### src/rtl/sad_pkg.sv
// Shared definitions for the SAD buffer fill engine: FSM encoding, buffer selects, word stride.
package sad_pkg;

    typedef enum logic [1:0] {
        ST_IDLE   = 2'd0,
        ST_FILL   = 2'd1,
        ST_COMMIT = 2'd2
    } fill_state_e;

    localparam logic BUF_A = 1'b0;
    localparam logic BUF_B = 1'b1;

    localparam int unsigned WORD_STRIDE = 4;

endpackage

### src/rtl/sad_buffer_fill_unit_if.sv
// Load-request, data-memory read and SAD buffer write/status signals of the buffer fill engine.
interface sad_buffer_fill_unit_if #(
    parameter int unsigned WORDS  = 4,
    parameter int unsigned DATA_W = 32,
    parameter int unsigned ADDR_W = 32
);
    localparam int unsigned IDX_W = $clog2(WORDS);

    logic              load_a;
    logic              load_b;
    logic [ADDR_W-1:0] load_addr;
    logic              mem_rd_req;
    logic [ADDR_W-1:0] mem_rd_addr;
    logic              mem_rd_ack;
    logic [DATA_W-1:0] mem_rd_data;
    logic              buf_wr_en;
    logic              buf_wr_sel;
    logic [IDX_W-1:0]  buf_wr_idx;
    logic [DATA_W-1:0] buf_wr_data;
    logic              buf_a_consume;
    logic              buf_b_consume;
    logic              buf_a_valid;
    logic              buf_b_valid;
    logic              all_buf_flags;

    // Fill engine side
    modport master (
        input  load_a, load_b, load_addr, mem_rd_ack, mem_rd_data,
               buf_a_consume, buf_b_consume,
        output mem_rd_req, mem_rd_addr, buf_wr_en, buf_wr_sel, buf_wr_idx,
               buf_wr_data, buf_a_valid, buf_b_valid, all_buf_flags
    );

    // Decode / memory / SAD-path side
    modport slave (
        output load_a, load_b, load_addr, mem_rd_ack, mem_rd_data,
               buf_a_consume, buf_b_consume,
        input  mem_rd_req, mem_rd_addr, buf_wr_en, buf_wr_sel, buf_wr_idx,
               buf_wr_data, buf_a_valid, buf_b_valid, all_buf_flags
    );

endinterface

### src/rtl/sad_fill_addr_gen.sv
// Fill address generator: latches the base address, walks the word index and flags the last word.
module sad_fill_addr_gen
    import sad_pkg::*;
#(
    parameter int unsigned WORDS  = 4,
    parameter int unsigned ADDR_W = 32
) (
    input  logic                       clk,
    input  logic                       rst_n,
    input  logic                       load,
    input  logic [ADDR_W-1:0]          load_base,
    input  logic                       advance,
    output logic [ADDR_W-1:0]          addr,
    output logic [$clog2(WORDS)-1:0]   idx,
    output logic                       last
);
    localparam int unsigned IDX_W = $clog2(WORDS);

    logic [ADDR_W-1:0] base_q;
    logic [IDX_W-1:0]  idx_q;

    // Index wraps naturally because WORDS is a power of two
    always_ff @(posedge clk or negedge rst_n) begin
        if (!rst_n) begin
            base_q <= '0;
            idx_q  <= '0;
        end else if (load) begin
            base_q <= load_base;
            idx_q  <= '0;
        end else if (advance) begin
            idx_q  <= idx_q + IDX_W'(1);
        end
    end

    assign addr = base_q + ADDR_W'(idx_q) * ADDR_W'(WORD_STRIDE);
    assign idx  = idx_q;
    assign last = (idx_q == IDX_W'(WORDS - 1));

endmodule

### src/rtl/sad_buffer_fill_unit.sv
// SAD buffer fill engine: serves LBUFA/LBUFB loads from decode by streaming WORDS memory words
// into buffer A or B, and reports idle via all_buf_flags so further loads stall in ID.
module sad_buffer_fill_unit
    import sad_pkg::*;
#(
    parameter int unsigned WORDS  = 4,
    parameter int unsigned DATA_W = 32,
    parameter int unsigned ADDR_W = 32
) (
    input  logic                  Clk,
    input  logic                  Rst_n,
    sad_buffer_fill_unit_if.master bus
);
    localparam int unsigned IDX_W = $clog2(WORDS);
    localparam logic [ADDR_W-1:0] FILL_SPAN = ADDR_W'(WORD_STRIDE * WORDS);

    fill_state_e       state_q, state_d;
    logic              pending_q;
    logic [ADDR_W-1:0] pend_addr_q;
    logic              sel_q;
    logic              buf_a_valid_q, buf_b_valid_q;

    logic              idle_c;
    logic              start_c;
    logic              start_sel_c;
    logic [ADDR_W-1:0] start_addr_c;
    logic              set_pend_c;
    logic              clr_pend_c;
    logic              commit_c;
    logic              advance_c;
    logic              last_c;
    logic [ADDR_W-1:0] rd_addr_c;
    logic [IDX_W-1:0]  idx_c;
    logic [DATA_W-1:0] wr_data_c;

    assign idle_c    = (state_q == ST_IDLE) && !pending_q;
    assign advance_c = (state_q == ST_FILL) && bus.mem_rd_ack;

    // Next-state and fill-start decode
    always_comb begin
        state_d      = state_q;
        start_c      = 1'b0;
        start_sel_c  = BUF_A;
        start_addr_c = bus.load_addr;
        set_pend_c   = 1'b0;
        clr_pend_c   = 1'b0;
        commit_c     = 1'b0;
        case (state_q)
            ST_IDLE: begin
                if (idle_c && (bus.load_a || bus.load_b)) begin
                    state_d     = ST_FILL;
                    start_c     = 1'b1;
                    start_sel_c = bus.load_a ? BUF_A : BUF_B;
                    set_pend_c  = bus.load_a && bus.load_b;
                end
            end
            ST_FILL: begin
                if (bus.mem_rd_ack && last_c) begin
                    state_d = ST_COMMIT;
                end
            end
            ST_COMMIT: begin
                commit_c = 1'b1;
                if (pending_q) begin
                    state_d      = ST_FILL;
                    start_c      = 1'b1;
                    start_sel_c  = BUF_B;
                    start_addr_c = pend_addr_q;
                    clr_pend_c   = 1'b1;
                end else begin
                    state_d = ST_IDLE;
                end
            end
            default: state_d = ST_IDLE;
        endcase
    end

    always_ff @(posedge Clk or negedge Rst_n) begin
        if (!Rst_n) begin
            state_q     <= ST_IDLE;
            pending_q   <= 1'b0;
            pend_addr_q <= '0;
            sel_q       <= BUF_A;
        end else begin
            state_q <= state_d;
            if (set_pend_c) begin
                pending_q   <= 1'b1;
                pend_addr_q <= bus.load_addr + FILL_SPAN;
            end else if (clr_pend_c) begin
                pending_q   <= 1'b0;
            end
            if (start_c) begin
                sel_q <= start_sel_c;
            end
        end
    end

    // Commit sets the valid of the buffer just filled; it beats a same-cycle consume
    always_ff @(posedge Clk or negedge Rst_n) begin
        if (!Rst_n) begin
            buf_a_valid_q <= 1'b0;
            buf_b_valid_q <= 1'b0;
        end else begin
            if (commit_c && sel_q == BUF_A) begin
                buf_a_valid_q <= 1'b1;
            end else if ((start_c && start_sel_c == BUF_A) || bus.buf_a_consume) begin
                buf_a_valid_q <= 1'b0;
            end
            if (commit_c && sel_q == BUF_B) begin
                buf_b_valid_q <= 1'b1;
            end else if ((start_c && start_sel_c == BUF_B) || bus.buf_b_consume) begin
                buf_b_valid_q <= 1'b0;
            end
        end
    end

    sad_fill_addr_gen #(
        .WORDS  (WORDS),
        .ADDR_W (ADDR_W)
    ) u_addr_gen (
        .clk       (Clk),
        .rst_n     (Rst_n),
        .load      (start_c),
        .load_base (start_addr_c),
        .advance   (advance_c),
        .addr      (rd_addr_c),
        .idx       (idx_c),
        .last      (last_c)
    );

    assign wr_data_c = advance_c ? bus.mem_rd_data : '0;

    assign bus.mem_rd_req    = (state_q == ST_FILL);
    assign bus.mem_rd_addr   = (state_q == ST_FILL) ? rd_addr_c : '0;
    assign bus.buf_wr_en     = advance_c;
    assign bus.buf_wr_sel    = sel_q;
    assign bus.buf_wr_idx    = advance_c ? idx_c : '0;
    assign bus.buf_wr_data   = wr_data_c;
    assign bus.buf_a_valid   = buf_a_valid_q;
    assign bus.buf_b_valid   = buf_b_valid_q;
    assign bus.all_buf_flags = idle_c;

endmodule
### src/flat_wrapper.sv
// flat-port wrapper written by rule: the top's interface ports become plain ports
module sad_buffer_fill_unit_flat import sad_pkg::*;
#(
    parameter int unsigned WORDS  = 4,
    parameter int unsigned DATA_W = 32,
    parameter int unsigned ADDR_W = 32
)
  (Clk, Rst_n, bus_load_a, bus_load_b, bus_load_addr, bus_mem_rd_ack, bus_mem_rd_data, bus_buf_a_consume, bus_buf_b_consume, bus_mem_rd_req, bus_mem_rd_addr, bus_buf_wr_en, bus_buf_wr_sel, bus_buf_wr_idx, bus_buf_wr_data, bus_buf_a_valid, bus_buf_b_valid, bus_all_buf_flags);
  sad_buffer_fill_unit_if #(.WORDS(WORDS), .DATA_W(DATA_W), .ADDR_W(ADDR_W)) bus_i ();
  input  logic Clk;
  input  logic Rst_n;
  input wire logic [$bits(bus_i.load_a)-1:0] bus_load_a;
  input wire logic [$bits(bus_i.load_b)-1:0] bus_load_b;
  input wire logic [$bits(bus_i.load_addr)-1:0] bus_load_addr;
  input wire logic [$bits(bus_i.mem_rd_ack)-1:0] bus_mem_rd_ack;
  input wire logic [$bits(bus_i.mem_rd_data)-1:0] bus_mem_rd_data;
  input wire logic [$bits(bus_i.buf_a_consume)-1:0] bus_buf_a_consume;
  input wire logic [$bits(bus_i.buf_b_consume)-1:0] bus_buf_b_consume;
  output wire logic [$bits(bus_i.mem_rd_req)-1:0] bus_mem_rd_req;
  output wire logic [$bits(bus_i.mem_rd_addr)-1:0] bus_mem_rd_addr;
  output wire logic [$bits(bus_i.buf_wr_en)-1:0] bus_buf_wr_en;
  output wire logic [$bits(bus_i.buf_wr_sel)-1:0] bus_buf_wr_sel;
  output wire logic [$bits(bus_i.buf_wr_idx)-1:0] bus_buf_wr_idx;
  output wire logic [$bits(bus_i.buf_wr_data)-1:0] bus_buf_wr_data;
  output wire logic [$bits(bus_i.buf_a_valid)-1:0] bus_buf_a_valid;
  output wire logic [$bits(bus_i.buf_b_valid)-1:0] bus_buf_b_valid;
  output wire logic [$bits(bus_i.all_buf_flags)-1:0] bus_all_buf_flags;
  assign bus_i.load_a = bus_load_a;
  assign bus_i.load_b = bus_load_b;
  assign bus_i.load_addr = bus_load_addr;
  assign bus_i.mem_rd_ack = bus_mem_rd_ack;
  assign bus_i.mem_rd_data = bus_mem_rd_data;
  assign bus_i.buf_a_consume = bus_buf_a_consume;
  assign bus_i.buf_b_consume = bus_buf_b_consume;
  assign bus_mem_rd_req = bus_i.mem_rd_req;
  assign bus_mem_rd_addr = bus_i.mem_rd_addr;
  assign bus_buf_wr_en = bus_i.buf_wr_en;
  assign bus_buf_wr_sel = bus_i.buf_wr_sel;
  assign bus_buf_wr_idx = bus_i.buf_wr_idx;
  assign bus_buf_wr_data = bus_i.buf_wr_data;
  assign bus_buf_a_valid = bus_i.buf_a_valid;
  assign bus_buf_b_valid = bus_i.buf_b_valid;
  assign bus_all_buf_flags = bus_i.all_buf_flags;
  sad_buffer_fill_unit #(.WORDS(WORDS), .DATA_W(DATA_W), .ADDR_W(ADDR_W)) u_core (.Clk(Clk), .Rst_n(Rst_n), .bus(bus_i));
endmodule
### config.mk
export PLATFORM = sky130hd
export DESIGN_NAME = sad_buffer_fill_unit_flat
export DESIGN_NICKNAME = d
export VERILOG_FILES = /design/src/rtl/sad_pkg.sv /design/src/rtl/sad_buffer_fill_unit_if.sv /design/src/rtl/sad_fill_addr_gen.sv /design/src/rtl/sad_buffer_fill_unit.sv /design/src/flat_wrapper.sv
export SDC_FILE = /design/constraint.sdc
export NUM_CORES = 1
export LEC_CHECK = 0
export ABC_AREA = 1
export BUFFER_PORTS_ARGS = -buffer_cell sky130_fd_sc_hd__buf_2
export CORE_ASPECT_RATIO = 1.1
export CORE_MARGIN = 2
export CORE_UTILIZATION = 53
export CTS_CLUSTER_DIAMETER = 40
export CTS_CLUSTER_SIZE = 12
export DETAILED_ROUTE_END_ITERATION = 16
export GPL_ROUTABILITY_DRIVEN = 0
export PLACE_DENSITY = 0.81
export RECOVER_POWER = 50
export SYNTH_ARGS = -nofsm -noshare
export SYNTH_HDL_FRONTEND = slang
export SYNTH_SLANG_ARGS = --single-unit
### constraint.sdc
create_clock -name Clk -period 2.2 [get_ports Clk]
set_clock_uncertainty 0.05 [all_clocks]
set_input_delay 0.33 -clock Clk [delete_from_list [all_inputs] [get_ports Clk]]
set_output_delay 0.33 -clock Clk [all_outputs]
set_load 0.01 [all_outputs]
==> results.json <==
{
  "htreeDepth": 3,
  "nFillCells": 821,
  "ios": 143,
  "grtUsageTotal": 0.284,
  "max_freq_mhz": 414,
  "syn_area_per_cell_um2": 6.31,
  "setup_viol": 26,
  "yosys_warnings": 0,
  "antennaDiodeCount": 0,
  "leakage_nw": 3.48,
  "syn_area_um2": 5140,
  "initial_core_util": 0.547,
  "grt_pass1_vias": 5198,
  "syn-num-nets": 891,
  "gr-total-overflow": 0,
  "critPathSlowestCell": "dfrtp_1",
  "cpLargestDelayFamily": "flip-flops",
  "drt_wl_total_mm": 15.0,
  "dp_hpwl_mm": 11.2,
  "routed-via-count": 5643,
  "path_common_cell": "nand2_1",
  "final_common_cell": "nand2_1",
  "ys_seq_area_frac": 0.351,
  "worstHoldPathType": "in -> reg",
  "max_slew_margin": 0.229,
  "drv_cap": 0,
  "path_buf_inv": 3,
  "crit_fanout": 3,
  "seq_area_um2": 1800,
  "violations": "setup timing",
  "period_needed_ns": 2.42,
  "drv_slew": 0,
  "rsz0062_at_grt": "yes",
  "drc": 0,
  "die_w_um": 97.9,
  "tritoncts": "built",
  "final_util": 0.685,
  "mostFrequentLayoutCells": "nand2_1 (281), nor2_1 (151), buf_2 (140)",
  "required_ns": 1.82,
  "final_cells": 1087,
  "worstSetupPathType": "reg -> out",
  "cts_root_buf": "clkbuf_8",
  "antenna_found_initial": 0,
  "area_delta_synth_final_pct": 25.2,
  "setup_ws_ns": -0.216,
  "final_area_um2": 6440,
  "dieHeight_um": 107,
  "clock-sinks": 72,
  "grt_pass1_wl_mm": 24.1,
  "critical_path.cell_chain": "ha_1 -> nand2_1 -> a21oi_4 -> buf_4 -> buf_4 -> nand2_1 -> nand2_1 -> nand2_1 -> nor2_1 -> buf_2",
  "max_stage_delay_ns": 0.42,
  "total_power_mw": 6.80,
  "synth-seq-cells": 72,
  "startpoint_type": "register",
  "core_um2": 9400,
  "worstPathArrival_ns": 2.04,
  "outcome": "finished, violations left",
  "post-place-cells": 1062,
  "drt_iter0_drc": 397,
  "portBuffers": 142,
  "timing.final.crit_share": 1.10,
  "cts_max_path_buffers": 2,
  "via_per_inst": 5.19,
  "dr.pass1.iters": 6,
  "post_dp_cell_area_um2": 6000,
  "power-per-cell-area_nw_per_um2": 1060,
  "drive_above_1_share": 0.241,
  "tightest_slew_ns": 1.16,
  "clk_latency_ns": 0.34,
  "pre_cts_slack_ns": 0.00369,
  "clk_pin_slew_ns": 0.07,
  "multi_input_area_um2": 2960,
  "ant_nets": 0,
  "synth_cells": 815,
  "finalNetCount": 1042,
  "hold_viol": 0,
  "wire_per_inst_um": 13.8,
  "numCtsBuffers": 9,
  "end_kind": "primary output",
  "dieArea_um2": 10500,
  "rows": 37,
  "grt_max_degree": 66,
  "ir_drop_uv": 674,
  "synth.distinct_cells": 35
}
-- power by group --
group,total [mW],internal [mW],switching (mW)
clock,1.15,0.663,0.492
combinational,3.25,1.20,2.05
sequential,2.39,1.90,0.496
total,6.80,3.76,3.04
-- cell usage after synthesis, drive strengths merged --
| library cell | n | area share |
|---|---|---|
| dfrtp | 72 | 0.35 |
| nand3 | 35 | 0.035 |
| xnor2 | 3 | 0.0051 |
| clkbuf | 10 | 0.0073 |
| nor3 | 7 | 0.0078 |
| o21ai | 46 | 0.046 |
| nor2 | 166 | 0.13 |
| a31oi | 15 | 0.032 |
| o2bb2ai | 1 | 0.0017 |
| o22ai | 1 | 0.0012 |
| ha | 4 | 0.0097 |
| a21oi | 12 | 0.012 |
| o21bai | 1 | 0.0015 |
| nand2 | 292 | 0.21 |
| o211ai | 17 | 0.025 |
| nand4 | 1 | 0.0012 |
| and2 | 1 | 0.0012 |
| xor2 | 10 | 0.017 |
| or2 | 1 | 0.0012 |
| buf | 14 | 0.019 |
| fa | 1 | 0.0039 |
| inv | 105 | 0.077 |
-- timing repair --
action,CTS,global route
hold endpoints to repair,21,0
setup buffers,5,4
hold buffers,1,0
setup endpoints to repair,27,27
gates resized for setup,29,18
gates cloned,0,0
pin swaps,3,9
-- path summary, 6_finish.rpt --
kind	endpoint	depth (start not counted)	from	slack (ns)
setup / recovery	bus_mem_rd_addr[21]	10	u_core.u_addr_gen.base_q[3]$_DFFE_PN0P_	-0.22
hold reg to reg	u_core.pend_addr_q[2]$_DFFE_PN0P_	2	u_core.pend_addr_q[2]$_DFFE_PN0P_	0.43
setup reg to reg	u_core.u_addr_gen.base_q[21]$_DFFE_PN0P_	8	u_core.state_q[0]$_DFFE_PN0P_	0.48
hold / removal	u_core.pend_addr_q[4]$_DFFE_PN0P_	2	bus_load_addr[4]	0.16
min in group asynchronous	u_core.u_addr_gen.base_q[28]$_DFFE_PN0P_	2	Rst_n	0.68
max in group asynchronous	u_core.u_addr_gen.base_q[15]$_DFFE_PN0P_	3	Rst_n	0.29
-- state kept, by name, indices dropped and copies added (netlist names) --
| name | cells |
|---|---|
| u_core.u_addr_gen.idx | 2 |
| u_core.bus.buf_wr_sel | 1 |
| u_core.bus.buf_b_valid | 1 |
| u_core.bus.buf_a_valid | 1 |
| u_core.u_addr_gen.base_q | 32 |
| u_core.pend_addr_q | 32 |
| u_core.pending_q | 1 |
| u_core.state_q | 2 |
-- layout make-up --
cell class / count / share of cell area
Inverter: 105 / 0.0620
Clock buffer: 10 / 0.0214
Sequential cell: 72 / 0.280
Tap cell: 117 / 0.0227
Clock inverter: 5 / 0.0126
Multi-Input combinational cell: 614 / 0.460
Timing Repair Buffer: 164 / 0.141
-- stage by stage --
step,setup TNS [ns],hold WS [ns]
final,-3.59,0.164
after global routing,-8.41,0.157
after CTS,-2.64,0.161
after detailed placement,0,0.299
after global placement,0,0.298
after floorplan,0,-0.0156
-- layer usage --
metal,share of wire,track usage,vias up
li1,-,-,2828
met1,0.42,0.363,2543
met2,0.48,0.495,246
met3,0.082,0.0468,26
met4,0.023,0.0923,0
met5,0,0,-
-- logic make-up (layout without fill, tap and decap cells) --
family	count (synthesis)	in the layout	synth area share
compound gates	93	93	0.118
xor+xnor	13	13	0.0222
fa+ha+maj	5	5	0.0136
buf+inv	129	284	0.103
flops	72	72	0.351
simple gates	503	503	0.392
Power figures use the tool's default switching activity.
